===== config.mk =====
export PLATFORM = sky130hd
export DESIGN_NAME = ristretto_imem_ctrl
export DESIGN_NICKNAME = d
export VERILOG_FILES = /design/src/rtl/ristretto_imem_ctrl.sv
export SDC_FILE = /design/constraint.sdc
export NUM_CORES = 1
export LEC_CHECK = 0
export ABC_AREA = 1
export CAP_MARGIN = 40
export CELL_PAD_IN_SITES_DETAIL_PLACEMENT = 1
export CELL_PAD_IN_SITES_GLOBAL_PLACEMENT = 1
export CORE_ASPECT_RATIO = 1.4
export CORE_MARGIN = 10
export CORE_UTILIZATION = 21
export CTS_CLUSTER_DIAMETER = 50
export DETAILED_ROUTE_END_ITERATION = 7
export PLACE_DENSITY = 0.82
export SLEW_MARGIN = 20
export SYNTH_ARGS = -nofsm -noshare
export SYNTH_HDL_FRONTEND = slang
export SYNTH_SLANG_ARGS = --single-unit

===== constraint.sdc =====
create_clock -name clk_i -period 1.7 [get_ports clk_i]
set_clock_uncertainty 0.2 [all_clocks]
set_input_delay 0.34 -clock clk_i [delete_from_list [all_inputs] [get_ports clk_i]]
set_output_delay 0.34 -clock clk_i [all_outputs]
set_load 0.03 [all_outputs]

===== src/rtl/ristretto_imem_ctrl.sv =====
// Instruction-memory controller between the fetch stage and a fixed-latency single-port SRAM.
// Tracks in-flight reads, flags misaligned/out-of-range fetches and squashes responses on flush.
module ristretto_imem_ctrl #(
    parameter int DataWidth      = 32,
    parameter int AddrWidth      = 32,
    parameter int MemDepth       = 1024,
    parameter int Latency        = 1,
    parameter int MaxOutstanding = 1
) (
    input  logic                        clk_i,
    input  logic                        rstn_i,
    input  logic                        imem_req_i,
    input  logic [AddrWidth-1:0]        imem_addr_i,
    input  logic                        imem_flush_i,
    output logic                        imem_ready_o,
    output logic                        imem_valid_o,
    output logic [DataWidth-1:0]        imem_rdata_o,
    output logic                        imem_err_o,
    output logic [AddrWidth-1:0]        err_addr_o,
    output logic                        busy_o,
    output logic                        sram_en_o,
    output logic [$clog2(MemDepth)-1:0] sram_addr_o,
    input  logic [DataWidth-1:0]        sram_rdata_i
);

    localparam int SramAw = $clog2(MemDepth);
    localparam int CntW   = $clog2(MaxOutstanding + 1);
    localparam logic [CntW-1:0]      MaxCnt     = CntW'(MaxOutstanding);
    localparam logic [AddrWidth-3:0] DepthWords = (AddrWidth-2)'(MemDepth);

    logic [Latency-1:0] vld_p;
    logic [Latency-1:0] err_p;
    logic [Latency-1:0] drop_p;
    logic [CntW-1:0]    cnt;
    logic               retire;
    logic               accept;
    logic               fault;
    logic               resp_drop;

    // A slot retiring this cycle may be reused immediately.
    assign retire       = vld_p[Latency-1];
    assign imem_ready_o = ~imem_flush_i & ((cnt < MaxCnt) | retire);
    assign accept       = imem_req_i & imem_ready_o;

    assign fault       = (imem_addr_i[1:0] != 2'b00) |
                         (imem_addr_i[AddrWidth-1:2] >= DepthWords);
    assign sram_en_o   = accept & ~fault;
    assign sram_addr_o = sram_en_o ? imem_addr_i[SramAw+1:2] : '0;

    // A flush in the retiring cycle squashes that response as well.
    assign resp_drop    = drop_p[Latency-1] | imem_flush_i;
    assign imem_valid_o = retire & ~resp_drop;
    assign imem_err_o   = imem_valid_o & err_p[Latency-1];
    assign imem_rdata_o = (imem_valid_o & ~err_p[Latency-1]) ? sram_rdata_i : '0;
    assign busy_o       = (cnt != '0);

    always_ff @(posedge clk_i or negedge rstn_i) begin
        if (!rstn_i) begin
            vld_p      <= '0;
            err_p      <= '0;
            drop_p     <= '0;
            cnt        <= '0;
            err_addr_o <= '0;
        end else begin
            // stage 0: capture the accepted request
            vld_p[0]  <= accept;
            err_p[0]  <= accept & fault;
            drop_p[0] <= 1'b0;
            // stages 1..Latency-1: shift, marking live entries dropped on flush
            for (int k = 1; k < Latency; k++) begin
                vld_p[k]  <= vld_p[k-1];
                err_p[k]  <= err_p[k-1];
                drop_p[k] <= drop_p[k-1] | (imem_flush_i & vld_p[k-1]);
            end
            if (accept & fault) begin
                err_addr_o <= imem_addr_i;
            end
            if (accept & ~retire) begin
                cnt <= cnt + 1'b1;
            end else if (~accept & retire) begin
                cnt <= cnt - 1'b1;
            end
        end
    end

endmodule


# Yosys cells after proc, flatten, opt, wreduce, memory -nomap -nowiden
# Index checks and enable logic that the tools add are counted.
# Widths: inputs -> output; s select.
[totals]
input_bits = 68
register_bits = 35
mem_bits_rw = 0
memories = 0
out_inout_bits = 79
latch_bits = 0
word_cells = 30
romBits = 0
[classes]
shift = 0
reduce_logical = 2
mux = 4
n_eq_ne = 0
bitwise = 16
n_lt_le_gt_ge = 2
div = 0
n_mul = 0
addsub = 2
[ops]
columns = ["operator", "count"]
rows = [
  ["$mux 32", 1],
  ["$ge 30x11->1 const B", 1],
  ["$mux 10", 1],
  ["$and 1x1->1", 9],
  ["$not 1->1", 5],
  ["$reduce_bool 2->1", 2],
  ["$mux 1", 2],
  ["$or 1x1->1", 2],
  ["$add 1x1->1 const B", 1],
  ["$lt 1x1->1 const B", 1],
  ["$sub 1x1->1 const B", 1],
]

# Logic depth before layout (Yosys ltp)
# Gate-level depths: netlist of the first run.
[depth]
ltp_word = 8
ltp_mapped = 8
depth_no_buf = 7

# Worst setup path after synthesis of the first run
# No wires, ideal clock.
[synth_path]
path_type = "flip-flop to output port"
startpoint = "reg vld_p, in the netlist retire"
endpoint = "out imem_rdata_o[0]"
stages_incl_launch_ff = 6
n_path_buf = 1
setup_slack_ps = -522
arrival_time_ps = 1682
required_time_ps = 1160
path_cell_list = "dfrtp_1 inv_1 nor2_1 nand2_1 clkbuf_1 nor2_1"
[synth_via]
elab_chain_cells = 3
[synth_rtl]
columns = ["element", "line", "source"]
rows = [
  ["from (decl)", "31", "logic [Latency-1:0] vld_p;"],
  ["from (signal, indexed assignment)", "71", "vld_p[k] <= vld_p[k-1];"],
  ["$and 1x1->1", "52", "assign imem_valid_o = retire & ~resp_drop;"],
  ["via imem_valid_o", "16", "output logic imem_valid_o,"],
  ["$and 1x1->1", "54", "assign imem_rdata_o = (imem_valid_o & ~err_p[Latency-1]) ? sram_rdata_i : '0;"],
  ["$mux 32", "54", ""],
  ["to (decl)", "17", "output logic [DataWidth-1:0] imem_rdata_o,"],
]
# The timed path passes the listed nets, and every way through them passes these cells.

# Worst setup path after layout of the first run
[layout_path]
startpoint = "in imem_addr_i[26]"
endpoint = "out sram_addr_o[3]"
[layout_via]
elab_chain_cells = 5
[layout_rtl]
columns = ["element", "line", "source"]
rows = [
  ["from (decl)", "13", "input logic [AddrWidth-1:0] imem_addr_i,"],
  ["$ge 30x11->1", "46", "(imem_addr_i[AddrWidth-1:2] >= DepthWords);"],
  ["$or 1x1->1", "45", "assign fault = (imem_addr_i[1:0] != 2'b00) |"],
  ["$not 1->1", "47", "assign sram_en_o = accept & ~fault;"],
  ["$and 1x1->1", "47", ""],
  ["$mux 10", "48", "assign sram_addr_o = sram_en_o ? imem_addr_i[SramAw+1:2] : '0;"],
  ["to (decl)", "22", "output logic [$clog2(MemDepth)-1:0] sram_addr_o,"],
]
# No other way between the ends.

==> key figures, run 1 <==
Floorplan
  • Die ar.: 13,030 um2
  • Die height: 131.1 um
  • I/O pin cnt: 147
  • Core area: 8608 um2
  • # rows: 40
  • Initial Utilization: 21.53%
  • Die X: 99.39 um

STA
  • Max Slew Vio Count: 0
  • Relative slew slack: 76.91%
  • Min Tclk post-route: 2.121 ns
  • RSZ-0062 raised after global routing: true
  • Final setup vio count: 59
  • Final worst slack: -0.4208 ns
  • Final hold violations: 0
  • Worst-margin pin slew: 0.3478 ns
  • Total negative slack: -14.72 ns
  • Final Cycle Share: 124.8%
  • Fmax: 471.5 MHz

Critical path
  • Critical Path Max Stage Delay: 0.25 ns
  • WP data arrival: 1.58 ns
  • Top delay family on crit path: simple AND/OR/NAND/NOR gates
  • WP data required: 1.16 ns
  • Crit path kind: primary input to output port
  • Setup crit end kind: output port
  • Slowest cell on crit path: dlygate4sd2_1
  • WP buf/inv: 3
  • Crit path max fanout: 5
  • Critical Path Start Type: primary input
  • Worst-path cell chain: dlygate4sd2_1 > nor2_2 > nand2_2 > nor2_4 > nand4_1 > buf_6 > nor2_4 > buf_6

Synthesis
  • Post-synth top area share: 47.27%
  • Synth warn: 0
  • Library cells used by synthesis: 19
  • Cells after Synth: 265
  • Synthesized net count: 334
  • Avg Inst Size Synth: 6.993 um2
  • Synth area leader: dfrtp_1
  • Largest cells by area after synthesis: dfrtp_1 (47%), nand2_1 (14%), nor2_1 (11%)
  • Register area share after synthesis: 47.27%
  • Seq cells post-synth: 35
  • Mapped cell area: 1853 um2

Detailed routing
  • M1 WL: 3.469 mm
  • Vias per inst: 4.264
  • Drc violations: 0
  • Initial DRT Pass Iterations: 4
  • Met2 Routed Length: 4.932 mm
  • Metal3 WL: 989 um
  • Top Layer Used: met4
  • Final Routed Wirelength: 9.502 mm
  • Via count: 2,362
  • Initial DRC Count: 36
  • Routed length per placed instance: 17.15 um
  • ANT nets after route: 0

Global routing
  • Pin count of the biggest net entering global routing: 25
  • First-pass GRT wire length: 14.66 mm
  • Initial antenna violation count: 0
  • Vias in the first global route: 2,706
  • GRT Util Overall: 13.85%
  • GRT overflow: 0

Power
  • Power Dens Cells: 449.3 nW/um2
  • Total power: 1.990 mW
  • Leakage dissipation: 2.334 nW
  • Peak supply drop: 0.4999 mV

Clocking
  • Clock root cell: clkbuf_16
  • Sink Count: 35
  • Clock-pin slew on the worst setup and hold paths: 0.06 ns
  • CTS tree: done
  • H-tree Lvls: 2
  • Total CTS buffers: 5
  • Clk_lat worst skew: 0.27 ns
  • Clk buf depth: 2

Layout
  • Post-layout util: 51.45%
  • Final Cell Area: 4429 um2
  • ANT cells: 0
  • Layout cells sized above 1: 42.54%
  • Final-stage net count: 517
  • Area growth, synth to finish: 139.0%

Run
  • Max-cap violations: 0

Outcome
  • Failing checks: setup timing
  • Status: complete, but fails checks

Place
  • GP Congestion: 0.6977
  • DP Area: 3908 um2
  • Detail Placement HPWL: 7.443 mm
  • IO Port Bufs: 146

Hold path
  • Hold crit path type: primary input to flop
-- metal layers --
metal / up-vias / GRT usage, %
met5: - / 0
met4: 0 / 3.195
li1: 1145 / -
met1: 1093 / 14.40
met2: 116 / 24.78
met3: 8 / 5.876
-- where the power goes --
group | switching [mW] | internal, mW | total, mW | leakage, nW
sequential | 0 | 0.833 | 0.833 | 0.484
combinational | 0.117 | 0.156 | 0.272 | 1.78
clock | 0.343 | 0.542 | 0.884 | 0.0679
total | 0.459 | 1.53 | 1.99 | 2.33
-- cell usage after synthesis (all sizes together) --
library cell  count
nand2            71
nor2             57
inv              50
dfrtp            35
nand3            33
buf              10
clkbuf            3
ha                1
nand4             1
nor3              1
o21ai             1
or2               1
xnor2             1
-- final timing paths --
kind,slack [ns],start,cells after the start,end
worst min-delay path,0.09,imem_addr_i[21],3,err_addr_o[21]
worst max register to register,-0.10,busy_o,10,err_addr_o[12]
max in group asynchronous,0.57,rstn_i,3,err_addr_o[4]
worst max-delay path,-0.42,imem_addr_i[26],8,sram_addr_o[3]
worst min register to register,0.27,err_addr_o[29],2,err_addr_o[29]
min in group asynchronous,0.28,rstn_i,2,err_addr_o[15]
-- logic make-up (layout without fill, tap and decap cells) --
family / count (synthesis) / in the layout / share of synthesized area [%]
AOI/OAI and AO/OA: 1 / 1 / 0.2698
xor gates and xnor gates: 1 / 1 / 0.4727
adders and majority gates: 1 / 1 / 0.6751
buffers and inverters: 63 / 247 / 14.31
DFF: 35 / 35 / 47.27
and+or+nand+nor: 164 / 164 / 37.00
-- registers in the layout, summed over array words and instances, names as in the netlist --
register and count:
err_addr_o 32, busy_o 1, err_p 1, retire 1
-- through the flow --
stage          worst slack (ns)  instances  hold slack [ns]
2_1_floorplan           -0.1730        265          -0.1556
3_3_place_gp            -0.6225        531          0.04808
3_5_place_dp            -0.7470        531          0.05110
4_1_cts                 -0.4351        550           0.1080
5_1_grt                 -0.4573        554           0.1002
6_report                -0.4208        554          0.09362
-- cells in the final DEF, fill, tap and decap left out, drive strengths merged --
cell type        n
xnor2            1
buf            101
or2              1
dlygate4sd3      1
nand3           33
o21ai            1
nand2           71
clkbuf           8
clkdlybuf4s15    6
dlygate4sd2     38
clkdlybuf4s50   42
inv             49
nand4            1
dfrtp           35
nor2            57
nor3             1
clkinvlp         1
clkinv           1
ha               1
-- worst reg2reg max path: stages, from the launching register on --
cell and delay, ns:
dfrtp_2 0.40, inv_2 0.07, o21ai_4 0.06, nor2_4 0.11, buf_4 0.25, nand2_4 0.10, buf_6 0.13, buf_4 0.14
buf_16 0.13, nand2_1 0.05, nand2_1 0.05
-- area by class of cell --
cell class | instances | area (um2)
clock inverter | 1 | 5.005
fill | 1007 | 4179
timing repair buffer | 189 | 1913
tap | 105 | 131.4
sequential | 35 | 877.1
multi-input combinational | 167 | 1179
inverter | 50 | 191.4
clock buffer | 7 | 132.6
-- timing repair --
item / 4_1_cts / 5_1_grt
endpoints found under the setup margin: 108 / 79
buffers inserted: 45 / 6
pin swaps: 29 / 18
endpoints found under the hold margin: 11 / 0
hold buffers: 1 / 0
cloned: 5 / 0
resized for setup: 118 / 40
Note: power is estimated with default switching activity, not from simulation.
==> run 2: changes to the inputs <==
Settings changed: PLACE_DENSITY 0.82 to not set, PLACE_DENSITY_LB_ADDON set to 0.1.
==> run 2 against run 1 <==
Net effect:
- the run still ends with setup timing left
- global-route usage barely moved
- largest power group unchanged
- clock power rose by 20%
- via count rose by 0.51%
- clock-buffer cell count fell by 2
- combinational power fell by 7%
- non-clock buffer count fell by 3
- hold slack got worse by 0.0080 ns
- critical path type is now flop to output port
- maximum frequency rose by 0.43%
==> key figures, run 2 (synthesis results as in run 1) <==
Layout
  • Largest Register: err_addr_o
  • Final-stage net count: 514
  • Layout cells sized above 1: 39.01%
  • Most frequent cells in the layout: nand2_1 (69), buf_6 (55), inv_1 (45), nor2_4 (44), clkdlybuf4s50_1 (42)
  • Max FFs per register: 32
  • Post-layout util: 51.48%
  • Area growth, synth to finish: 139.2%
  • ANT cells: 0
  • Most common cell after layout, fill and taps aside: nand2_1

Global routing
  • Pin count of the biggest net entering global routing: 25
  • Met3 Use GR: 5.299%
  • Met1 Use GR: 13.64%
  • M2 GR Usage: 26.09%
  • Initial antenna violation count: 0
  • Vias in the first global route: 2,636
  • Top Usage Layer GRT: met2
  • First-pass GRT wire length: 14.54 mm
  • GRT overflow: 0
  • GRT Util Overall: 13.85%

Power
  • Total power: 2.149 mW
  • Leakage dissipation: 2.365 nW
  • Power Dens Cells: 484.9 nW/um2
  • Peak supply drop: 0.4473 mV

Critical path
  • Crit path max fanout: 6
  • Critical Path Start Type: flop
  • Setup crit end kind: output port
  • Crit path kind: flop to output port
  • WP data required: 1.16 ns
  • R2R setup slack: -0.07 ns
  • WP data arrival: 1.57 ns

Detailed routing
  • Initial DRT Pass Iterations: 3
  • Initial DRC Count: 30
  • ANT nets after route: 0
  • Final Routed Wirelength: 9.366 mm
  • Routed length per placed instance: 17.00 um
  • Drc violations: 0
  • Vias per inst: 4.309
  • Via count: 2,374

Place
  • IO Port Bufs: 146
  • Detail Placement HPWL: 6.870 mm
  • GP Congestion: 0.7142

Run
  • Max-cap violations: 0

STA
  • Min Tclk post-route: 2.112 ns
  • Final Cycle Share: 124.2%
  • Final setup vio count: 52
  • Relative slew slack: 76.98%
  • Fmax: 473.5 MHz
  • Total negative slack: -16.68 ns
  • RSZ-0062 raised after global routing: true
  • Max Slew Vio Count: 0
  • Final hold violations: 0
  • Final worst slack: -0.4118 ns
  • Worst-margin pin slew: 0.3466 ns

Floorplan
  • Die X: 99.39 um
  • I/O pin cnt: 147
  • Die ar.: 13,030 um2
  • Die height: 131.1 um
  • Initial Utilization: 21.53%
  • # rows: 40
  • Core area: 8608 um2

Clocking
  • CTS tree: done
  • Total CTS buffers: 5
  • Sink Count: 35
  • Clock-pin slew on the worst setup and hold paths: 0.06 ns
  • Clk_lat worst skew: 0.28 ns
  • Clock root cell: clkbuf_16
  • Clk buf depth: 2
  • H-tree Lvls: 2

Outcome
  • Failing checks: setup timing
  • Status: complete, but fails checks

Hold path
  • Hold crit path type: primary input to flop
## run 2: cell types whose count changed in the layout (fill, tap and decap cells not counted), moves of 3 or more
cell	change
buf_2	+3
nand2_1	+11
nor2_4	-3
buf_4	-33
buf_6	+28
nor2_1	+3
nand3_1	+3
nand2_2	-11
## run 2: path summary, 6_finish.rpt
path | start | end | cells past startpoint
max reg2reg | busy_o | err_addr_o[26] | 8
min | imem_addr_i[28] | err_addr_o[28] | 3
min reg2reg | err_addr_o[8] | err_addr_o[8] | 2
min in group asynchronous | rstn_i | err_addr_o[25] | 2
max | busy_o | sram_addr_o[6] | 7
max in group asynchronous | rstn_i | err_addr_o[7] | 3
## run 2: per-layer routing
layer,wire length (um),up-vias
met5,0,-
met4,83,0
met3,823,7
met2,5152,88
met1,3307,1143
li1,-,1136
## run 2: power by group
group | internal, mW | switching (mW)
clock | 0.691 | 0.370
combinational | 0.146 | 0.108
sequential | 0.833 | 0
## run 2: worst max-delay path: stages (launching register included)
cell and delay, ns:
dfrtp_2 0.40, inv_2 0.06, o21ai_4 0.06, nor2_4 0.10, nand4_1 0.19, buf_6 0.22, nor2_4 0.11, buf_6 0.13
## run 2: per-stage QoR
stage / hold WS, ns / std cells / instance area, um2 / setup slack [ns]
final: 0.08562 / 551 / 4432 / -0.4118
after floorplan: -0.1556 / 265 / 2247 / -0.1730
after detailed placement: 0.03005 / 528 / 3830 / -0.6302
after global routing: 0.09483 / 551 / 4432 / -0.4959
after CTS: 0.08415 / 549 / 4373 / -0.4430
after global placement: 0.02684 / 528 / 3830 / -0.5891
## run 2: area by class of cell
type                    instances  area [um2]
clock buffers                   5       125.1
clock inverters                 3       43.79
fillers                       993        4177
inverters                      50       193.9
multi-input cells             167        1106
flip-flops and latches         35       877.1
well taps                     105       131.4
repair buffers                186        1954
## run 2: timing repair
action	CTS	global route
pin swaps	27	23
buffers inserted	13	7
gates cloned	5	1
resized for setup	151	27
endpoints found under the hold margin	9	0
endpoints found under the setup margin	111	80
hold buffers	1	0
